### src/rtl/mcpu_pkg.sv
// Shared constants for the multicycle MIPS control path.
//  - state_t       : 5-bit FSM state codes (0..15 used, 16..31 unreachable)
//  - opcode/funct  : instruction field encodings recognised by the decoder
//  - ALU_* codes   : ALU_operation encodings driven to the datapath
//  - select codes  : mux select encodings for the datapath
//  - alu_class_t   : how the ALU operation is chosen in a given state
//  - funct_to_alu  : R-type funct -> ALU operation (unknown funct -> add)
package mcpu_pkg;

  typedef enum logic [4:0] {
    S_IF      = 5'd0,
    S_ID      = 5'd1,
    S_MEM_ADR = 5'd2,
    S_MEM_RD  = 5'd3,
    S_MEM_WB  = 5'd4,
    S_MEM_WR  = 5'd5,
    S_R_EX    = 5'd6,
    S_R_WB    = 5'd7,
    S_BEQ     = 5'd8,
    S_J       = 5'd9,
    S_I_EX    = 5'd10,
    S_I_WB    = 5'd11,
    S_LUI     = 5'd12,
    S_BNE     = 5'd13,
    S_JAL     = 5'd14,
    S_JR      = 5'd15
  } state_t;

  // Opcodes (Inst[31:26])
  localparam logic [5:0] OP_RTYPE = 6'b000000;
  localparam logic [5:0] OP_J     = 6'b000010;
  localparam logic [5:0] OP_JAL   = 6'b000011;
  localparam logic [5:0] OP_BEQ   = 6'b000100;
  localparam logic [5:0] OP_BNE   = 6'b000101;
  localparam logic [5:0] OP_ADDI  = 6'b001000;
  localparam logic [5:0] OP_SLTI  = 6'b001010;
  localparam logic [5:0] OP_LUI   = 6'b001111;
  localparam logic [5:0] OP_LW    = 6'b100011;
  localparam logic [5:0] OP_SW    = 6'b101011;

  // R-type funct codes (Inst[5:0])
  localparam logic [5:0] FN_SRL = 6'b000010;
  localparam logic [5:0] FN_JR  = 6'b001000;
  localparam logic [5:0] FN_ADD = 6'b100000;
  localparam logic [5:0] FN_SUB = 6'b100010;
  localparam logic [5:0] FN_AND = 6'b100100;
  localparam logic [5:0] FN_OR  = 6'b100101;
  localparam logic [5:0] FN_XOR = 6'b100110;
  localparam logic [5:0] FN_NOR = 6'b100111;
  localparam logic [5:0] FN_SLT = 6'b101010;

  // ALU_operation codes
  localparam logic [2:0] ALU_AND = 3'b000;
  localparam logic [2:0] ALU_OR  = 3'b001;
  localparam logic [2:0] ALU_ADD = 3'b010;
  localparam logic [2:0] ALU_XOR = 3'b011;
  localparam logic [2:0] ALU_NOR = 3'b100;
  localparam logic [2:0] ALU_SRL = 3'b101;
  localparam logic [2:0] ALU_SUB = 3'b110;
  localparam logic [2:0] ALU_SLT = 3'b111;

  // Datapath select codes
  localparam logic       IORD_PC      = 1'b0;
  localparam logic       IORD_ALUOUT  = 1'b1;
  localparam logic [1:0] REGDST_RT    = 2'b00;
  localparam logic [1:0] REGDST_RD    = 2'b01;
  localparam logic [1:0] REGDST_RA    = 2'b10;
  localparam logic [1:0] M2R_ALUOUT   = 2'b00;
  localparam logic [1:0] M2R_MDR      = 2'b01;
  localparam logic [1:0] M2R_LUI      = 2'b10;
  localparam logic [1:0] M2R_PC       = 2'b11;
  localparam logic       SRCA_PC      = 1'b0;
  localparam logic       SRCA_A       = 1'b1;
  localparam logic [1:0] SRCB_B       = 2'b00;
  localparam logic [1:0] SRCB_FOUR    = 2'b01;
  localparam logic [1:0] SRCB_SEXT    = 2'b10;
  localparam logic [1:0] SRCB_SEXT_SH = 2'b11;
  localparam logic [1:0] PCSRC_ALU    = 2'b00;
  localparam logic [1:0] PCSRC_ALUOUT = 2'b01;
  localparam logic [1:0] PCSRC_JUMP   = 2'b10;
  localparam logic [1:0] PCSRC_REG    = 2'b11;

  typedef enum logic [1:0] {
    AC_ADD   = 2'd0,
    AC_SUB   = 2'd1,
    AC_FUNCT = 2'd2,
    AC_SLT   = 2'd3
  } alu_class_t;

  function automatic logic [2:0] funct_to_alu(input logic [5:0] funct);
    logic [2:0] op;
    case (funct)
      FN_ADD:  op = ALU_ADD;
      FN_SUB:  op = ALU_SUB;
      FN_AND:  op = ALU_AND;
      FN_OR:   op = ALU_OR;
      FN_XOR:  op = ALU_XOR;
      FN_NOR:  op = ALU_NOR;
      FN_SLT:  op = ALU_SLT;
      FN_SRL:  op = ALU_SRL;
      default: op = ALU_ADD;
    endcase
    return op;
  endfunction

endpackage

### src/rtl/alu_op_decoder.sv
// ALU operation decoder.
//  alu_class in  2  which rule selects the operation (add/sub/funct/slt)
//  funct     in  6  R-type funct field, used only for the funct class
//  alu_op    out 3  ALU_operation code for the datapath
module alu_op_decoder
  import mcpu_pkg::*;
(
  input  alu_class_t  alu_class,
  input  logic [5:0]  funct,
  output logic [2:0]  alu_op
);

  always_comb begin
    alu_op = ALU_ADD;
    case (alu_class)
      AC_ADD:   alu_op = ALU_ADD;
      AC_SUB:   alu_op = ALU_SUB;
      AC_FUNCT: alu_op = funct_to_alu(funct);
      AC_SLT:   alu_op = ALU_SLT;
      default:  alu_op = ALU_ADD;
    endcase
  end

endmodule

### src/rtl/m_control_fsm.sv
// Moore control FSM for the multicycle MIPS datapath.
// Sequences fetch/decode/execute/memory/writeback from the opcode and funct
// held in the IR and drives every datapath select and write enable.
// Optional feature macro CTRL_MIO_WAIT_EN: when defined, IF/MEM_RD/MEM_WR
// stall while MIO_ready=0; when undefined MIO_ready is treated as always 1.
// Ports:
//  clk, reset (sync, active-high)     clock / reset
//  Inst[31:0], zero, MIO_ready         IR contents, ALU zero flag, memory ready
//  IorD, IRWrite, RegWrite, ALUSrcA, PCWrite, PCWriteCond, Branch  1-bit controls
//  RegDst, MemtoReg, ALUSrcB, PCSource                               2-bit selects
//  ALU_operation[2:0], mem_w, CPU_MIO, illegal_op, state[4:0]
module m_control_fsm
  import mcpu_pkg::*;
(
  input  logic        clk,
  input  logic        reset,
  input  logic [31:0] Inst,
  input  logic        zero,
  input  logic        MIO_ready,
  output logic        IorD,
  output logic        IRWrite,
  output logic        RegWrite,
  output logic        ALUSrcA,
  output logic        PCWrite,
  output logic        PCWriteCond,
  output logic        Branch,
  output logic [1:0]  RegDst,
  output logic [1:0]  MemtoReg,
  output logic [1:0]  ALUSrcB,
  output logic [1:0]  PCSource,
  output logic [2:0]  ALU_operation,
  output logic        mem_w,
  output logic        CPU_MIO,
  output logic        illegal_op,
  output logic [4:0]  state
);

  state_t     state_reg, state_next;
  alu_class_t alu_class;
  logic       ready;
  logic [5:0] opcode;
  logic [5:0] funct;

  assign opcode = Inst[31:26];
  assign funct  = Inst[5:0];

  // zero is consumed by the datapath branch logic (PCWriteCond/Branch),
  // and the middle IR bits are register/immediate fields.
`ifdef CTRL_MIO_WAIT_EN
  assign ready = MIO_ready;
  logic unused_bits;
  assign unused_bits = ^{zero, Inst[25:6]};
`else
  assign ready = 1'b1;
  logic unused_bits;
  assign unused_bits = ^{zero, MIO_ready, Inst[25:6]};
`endif

  assign state = state_reg;

  always_ff @(posedge clk) begin
    if (reset) begin
      state_reg <= S_IF;
    end else begin
      state_reg <= state_next;
    end
  end

  always_comb begin
    state_next  = S_IF;
    IorD        = IORD_PC;
    IRWrite     = 1'b0;
    RegWrite    = 1'b0;
    ALUSrcA     = SRCA_PC;
    PCWrite     = 1'b0;
    PCWriteCond = 1'b0;
    Branch      = 1'b0;
    RegDst      = REGDST_RT;
    MemtoReg    = M2R_ALUOUT;
    ALUSrcB     = SRCB_B;
    PCSource    = PCSRC_ALU;
    mem_w       = 1'b0;
    CPU_MIO     = 1'b0;
    illegal_op  = 1'b0;
    alu_class   = AC_ADD;

    case (state_reg)
      S_IF: begin
        CPU_MIO    = 1'b1;
        ALUSrcB    = SRCB_FOUR;
        IRWrite    = ready;
        PCWrite    = ready;
        state_next = ready ? S_ID : S_IF;
      end
      S_ID: begin
        // Precompute the branch target into ALUOut while decoding.
        ALUSrcB = SRCB_SEXT_SH;
        case (opcode)
          OP_LW, OP_SW:    state_next = S_MEM_ADR;
          OP_RTYPE:        state_next = (funct == FN_JR) ? S_JR : S_R_EX;
          OP_BEQ:          state_next = S_BEQ;
          OP_BNE:          state_next = S_BNE;
          OP_J:            state_next = S_J;
          OP_JAL:          state_next = S_JAL;
          OP_ADDI, OP_SLTI: state_next = S_I_EX;
          OP_LUI:          state_next = S_LUI;
          default: begin
            illegal_op = 1'b1;
            state_next = S_IF;
          end
        endcase
      end
      S_MEM_ADR: begin
        ALUSrcA    = SRCA_A;
        ALUSrcB    = SRCB_SEXT;
        state_next = (opcode == OP_SW) ? S_MEM_WR : S_MEM_RD;
      end
      S_MEM_RD: begin
        CPU_MIO    = 1'b1;
        IorD       = IORD_ALUOUT;
        state_next = ready ? S_MEM_WB : S_MEM_RD;
      end
      S_MEM_WB: begin
        MemtoReg = M2R_MDR;
        RegWrite = 1'b1;
      end
      S_MEM_WR: begin
        CPU_MIO    = 1'b1;
        IorD       = IORD_ALUOUT;
        mem_w      = 1'b1;
        state_next = ready ? S_IF : S_MEM_WR;
      end
      S_R_EX: begin
        ALUSrcA    = SRCA_A;
        alu_class  = AC_FUNCT;
        state_next = S_R_WB;
      end
      S_R_WB: begin
        RegDst   = REGDST_RD;
        RegWrite = 1'b1;
      end
      S_BEQ, S_BNE: begin
        ALUSrcA     = SRCA_A;
        alu_class   = AC_SUB;
        PCWriteCond = 1'b1;
        PCSource    = PCSRC_ALUOUT;
        Branch      = (state_reg == S_BEQ);
      end
      S_J: begin
        PCSource = PCSRC_JUMP;
        PCWrite  = 1'b1;
      end
      S_JAL: begin
        PCSource = PCSRC_JUMP;
        PCWrite  = 1'b1;
        RegDst   = REGDST_RA;
        MemtoReg = M2R_PC;
        RegWrite = 1'b1;
      end
      S_JR: begin
        PCSource = PCSRC_REG;
        PCWrite  = 1'b1;
      end
      S_I_EX: begin
        ALUSrcA    = SRCA_A;
        ALUSrcB    = SRCB_SEXT;
        alu_class  = (opcode == OP_SLTI) ? AC_SLT : AC_ADD;
        state_next = S_I_WB;
      end
      S_I_WB: begin
        RegWrite = 1'b1;
      end
      S_LUI: begin
        MemtoReg = M2R_LUI;
        RegWrite = 1'b1;
      end
      default: begin
        // Codes 16-31: outputs stay at their inactive defaults, return to IF.
        state_next = S_IF;
      end
    endcase

    // Reset gates every side effect immediately, not just on the next edge.
    if (reset) begin
      state_next  = S_IF;
      PCWrite     = 1'b0;
      PCWriteCond = 1'b0;
      IRWrite     = 1'b0;
      RegWrite    = 1'b0;
      mem_w       = 1'b0;
      CPU_MIO     = 1'b0;
      illegal_op  = 1'b0;
    end
  end

  alu_op_decoder u_alu_op_decoder (
    .alu_class (alu_class),
    .funct     (funct),
    .alu_op    (ALU_operation)
  );

endmodule

### config.mk
export PLATFORM = sky130hd
export DESIGN_NAME = m_control_fsm
export DESIGN_NICKNAME = d
export VERILOG_FILES = /design/src/rtl/mcpu_pkg.sv /design/src/rtl/alu_op_decoder.sv /design/src/rtl/m_control_fsm.sv
export SDC_FILE = /design/constraint.sdc
export NUM_CORES = 1
export LEC_CHECK = 0
export CAP_MARGIN = 20
export CELL_PAD_IN_SITES_DETAIL_PLACEMENT = 1
export CELL_PAD_IN_SITES_GLOBAL_PLACEMENT = 1
export CORE_MARGIN = 1.5
export CORE_UTILIZATION = 22
export CTS_CLUSTER_DIAMETER = 150
export DETAILED_ROUTE_END_ITERATION = 12
export HOLD_SLACK_MARGIN = 0.05
export PLACE_DENSITY_LB_ADDON = 0.05
export SETUP_SLACK_MARGIN = 0.02
export SYNTH_ARGS = -nofsm -noshare
export SYNTH_HDL_FRONTEND = slang
export SYNTH_SLANG_ARGS = --single-unit
export TNS_END_PERCENT = 1
### constraint.sdc
create_clock -name clk -period 2.03 [get_ports clk]
set_clock_uncertainty 0.15 [all_clocks]
set_input_delay 0.406 -clock clk [delete_from_list [all_inputs] [get_ports clk]]
set_output_delay 0.406 -clock clk [all_outputs]
set_load 0.05 [all_outputs]
==> results.yml <==
global_routing:
  overflow: 0
  grt_pass1_wl_um: 6110
  antenna_found_initial: 0
  grt_pass1_vias: 1273
  grt_start_max_net_pins: 15
  gr-usage-all-layers_pct: 17.8
final_layout:
  finalCoreUtilization_pct: 53.8
  largest_reg_flops: 4
  areaGrowthSynthToFinish_pct: 131
  antenna_cells: 0
  drive_above_1_share_pct: 56.7
  num-nets-final: 240
  nFillCells: 454
power_and_ir_drop:
  seqPwrFrac_pct: 14.2
  power_switching_w: 0.000210
  powerDensity_nw_per_um2: 289
  finalPower_w: 0.000582
  internal-power_w: 0.000372
  combPwrFrac_pct: 55.2
  leakagePower_nw: 0.825
  max-vdd-ir-drop_mv: 0.141
  switching_share_pct: 36.1
  clkPwrFrac_pct: 30.5
yosys:
  synthFlopType: "dfxtp_1"
  ys.warnings.count: 0
  yosysTopAreaCellShare_pct: 9.18
  yosys.area.top_type: "dfxtp_1"
  ys_async_sr_fraction_pct: 0
  ys_top_cells_by_count: "nand2_1, nor2_1, a21oi_1, nand2b_1, nor3_1"
  ys_types: 51
  syn_avg_cell_area_um2: 6.61
  ys_ff_latch: 4
  ys_seq_area_share_pct: 9.18
  synth_cells: 132
  synth_edf_count: 0
  ys_top_cells_by_area: "dfxtp_1, nand2b_1, a21oi_1, nor3_1, nand2_1"
  synthesis.area_um2: 872
  synth_nets: 168
critical_path:
  ff2ff_path_depth: 5
  crit_type: "flip-flop to output port"
  worstReg2RegEnd: "state[2]"
  cp.arrival_ns: 1.51
  start_kind: "flip-flop"
  crit_end: "PCWrite"
  r2r_slack_ns: 0.39
  cp-end-kind: "output port"
  worst_ep_required_time_ns: 1.47
  crit_fanout: 10
  r2r-start: "state[2]"
  startpoint: "state[2]"
clock_network:
  insertion_delay_ns: 0.22
  cts_made_buffers: 3
  cts_hold_buf: 0
  cts_tree: "built"
  clock_sinks: 4
  clockBufferDepth: 2
  clkTransAtPathRegs_ns: 0.03
  htree_levels: 1
  cts_root_buf: "clkbuf_8"
placement:
  port_buffers: 38
  gp_congestion: 0.790
  hpwl_um: 2880
drt:
  routed-wl-met3_um: 136
  vias: 1273
  routedWlPerCell_um: 14.7
  vias_per_cell: 5.07
  first_iter_violations: 42
  wl_met2_um: 2090
  wl_um: 3680
  ant_nets: 0
  drc: 0
  top_layer: "met4"
  wl_met1_um: 1410
  drtPass1Iterations: 4
sta:
  setup_viol: 4
  tns_ns: -0.0947
  hold_viol: 0
  fmax_mhz: 485
  fin_crit_sh_pct: 102
  finalWorstSetupSlack_ns: -0.0316
  rsz0062_at_grt: "true"
  slew_violations: 0
  min_period_ns: 2.06
floorplan:
  design.core.area_um2: 3740
  die-width_um: 66.0
  core.rowCount: 22
  io_pins: 62
  die_y_um: 66.0
  dieArea_um2: 4350
  start_util_pct: 23.3
status:
  violations: "setup timing"
  status: "finished, violations left"
flow_run:
  maxCapViolations: 0
worst_hold_path:
  hold_path_class: "input port to flip-flop"
[layout by cell type (no fill, tap or decap), types with 3 or more instances in the layout]
cell	n
dfxtp_4	3
o21ai_1	3
nor3_1	3
nor4_4	3
o31ai_1	3
dlygate4sd2_1	5
buf_6	10
buf_12	22
nor3_2	5
inv_1	3
nand2_1	10
xnor2_1	3
nor2_1	8
a21oi_1	7
nand2b_1	8
buf_4	39
o21ai_0	4
clkbuf_8	3
[cell families after synthesis]
logic type	after synthesis	share of synthesized area [%]
DFF	4	9.18
and+or+nand+nor	65	44.0
buffers and inverters	18	10.8
AOI/OAI and AO/OA	39	30.4
muxes	1	1.15
xor gates and xnor gates	4	4.02
other	1	0.430
[per-layer routing]
| layer | up-vias | GRT usage [%] |
|---|---|---|
| met5 | - | 0 |
| met4 | 0 | 3.83 |
| met3 | 4 | 1.53 |
| met2 | 32 | 36.9 |
| met1 | 615 | 19.2 |
| li1 | 622 | - |
[stage by stage]
stage	setup WS (ns)	cells	hold slack, ns	area (um2)
2_1_floorplan	-0.409	132	0.437	941
3_3_place_gp	-0.450	240	0.554	1780
3_5_place_dp	-0.553	240	0.563	1780
4_1_cts	-0.0564	250	0.442	1960
5_1_grt	-0.0674	251	0.447	2010
6_report	-0.0316	251	0.417	2010
[worst max-delay path: stages, from the launching register on]
cell and delay, ns:
dfxtp_4 0.38, buf_6 0.15, or3_4 0.33, a21boi_4 0.15
a21o_4 0.14, buf_12 0.12
[layout make-up]
type,count,area [um2],share of cell area (%)
Timing Repair Buffer,80,910,45.2
Clock buffer,4,45.0,2.24
Tap cell,48,60.1,2.98
Sequential cell,4,92.6,4.60
Inverter,5,18.8,0.932
Multi-Input combinational cell,110,887,44.1
[timing repair]
item / CTS / global route
buffers inserted: 6 / 1
endpoints found under the setup margin: 15 / 12
gates cloned: 0 / 0
pin swaps: 16 / 8
resized for setup: 65 / 12
[power groups by stage]
stage / clock network [W] / registers [W] / logic (W)
2_1_floorplan: 0 / 0.0000916 / 0.000140
3_3_place_gp: 0 / 0.0000876 / 0.000277
3_5_place_dp: 0 / 0.0000879 / 0.000285
4_1_cts: 0.000179 / 0.0000824 / 0.000312
5_1_grt: 0.000184 / 0.0000833 / 0.000343
6_report: 0.000178 / 0.0000829 / 0.000321
[worst min-delay path by stage]
stage	cells after the start	to	slack (ns)	start
2_1_floorplan	3	state[0]	0.44	Inst[30]
3_3_place_gp	3	state[2]	0.55	state[2]
3_5_place_dp	3	state[2]	0.56	state[2]
4_1_cts	5	state[1]	0.44	Inst[30]
5_1_grt	3	state[1]	0.45	Inst[28]
6_report	3	state[1]	0.42	Inst[28]
Power figures use the tool's default switching activity.
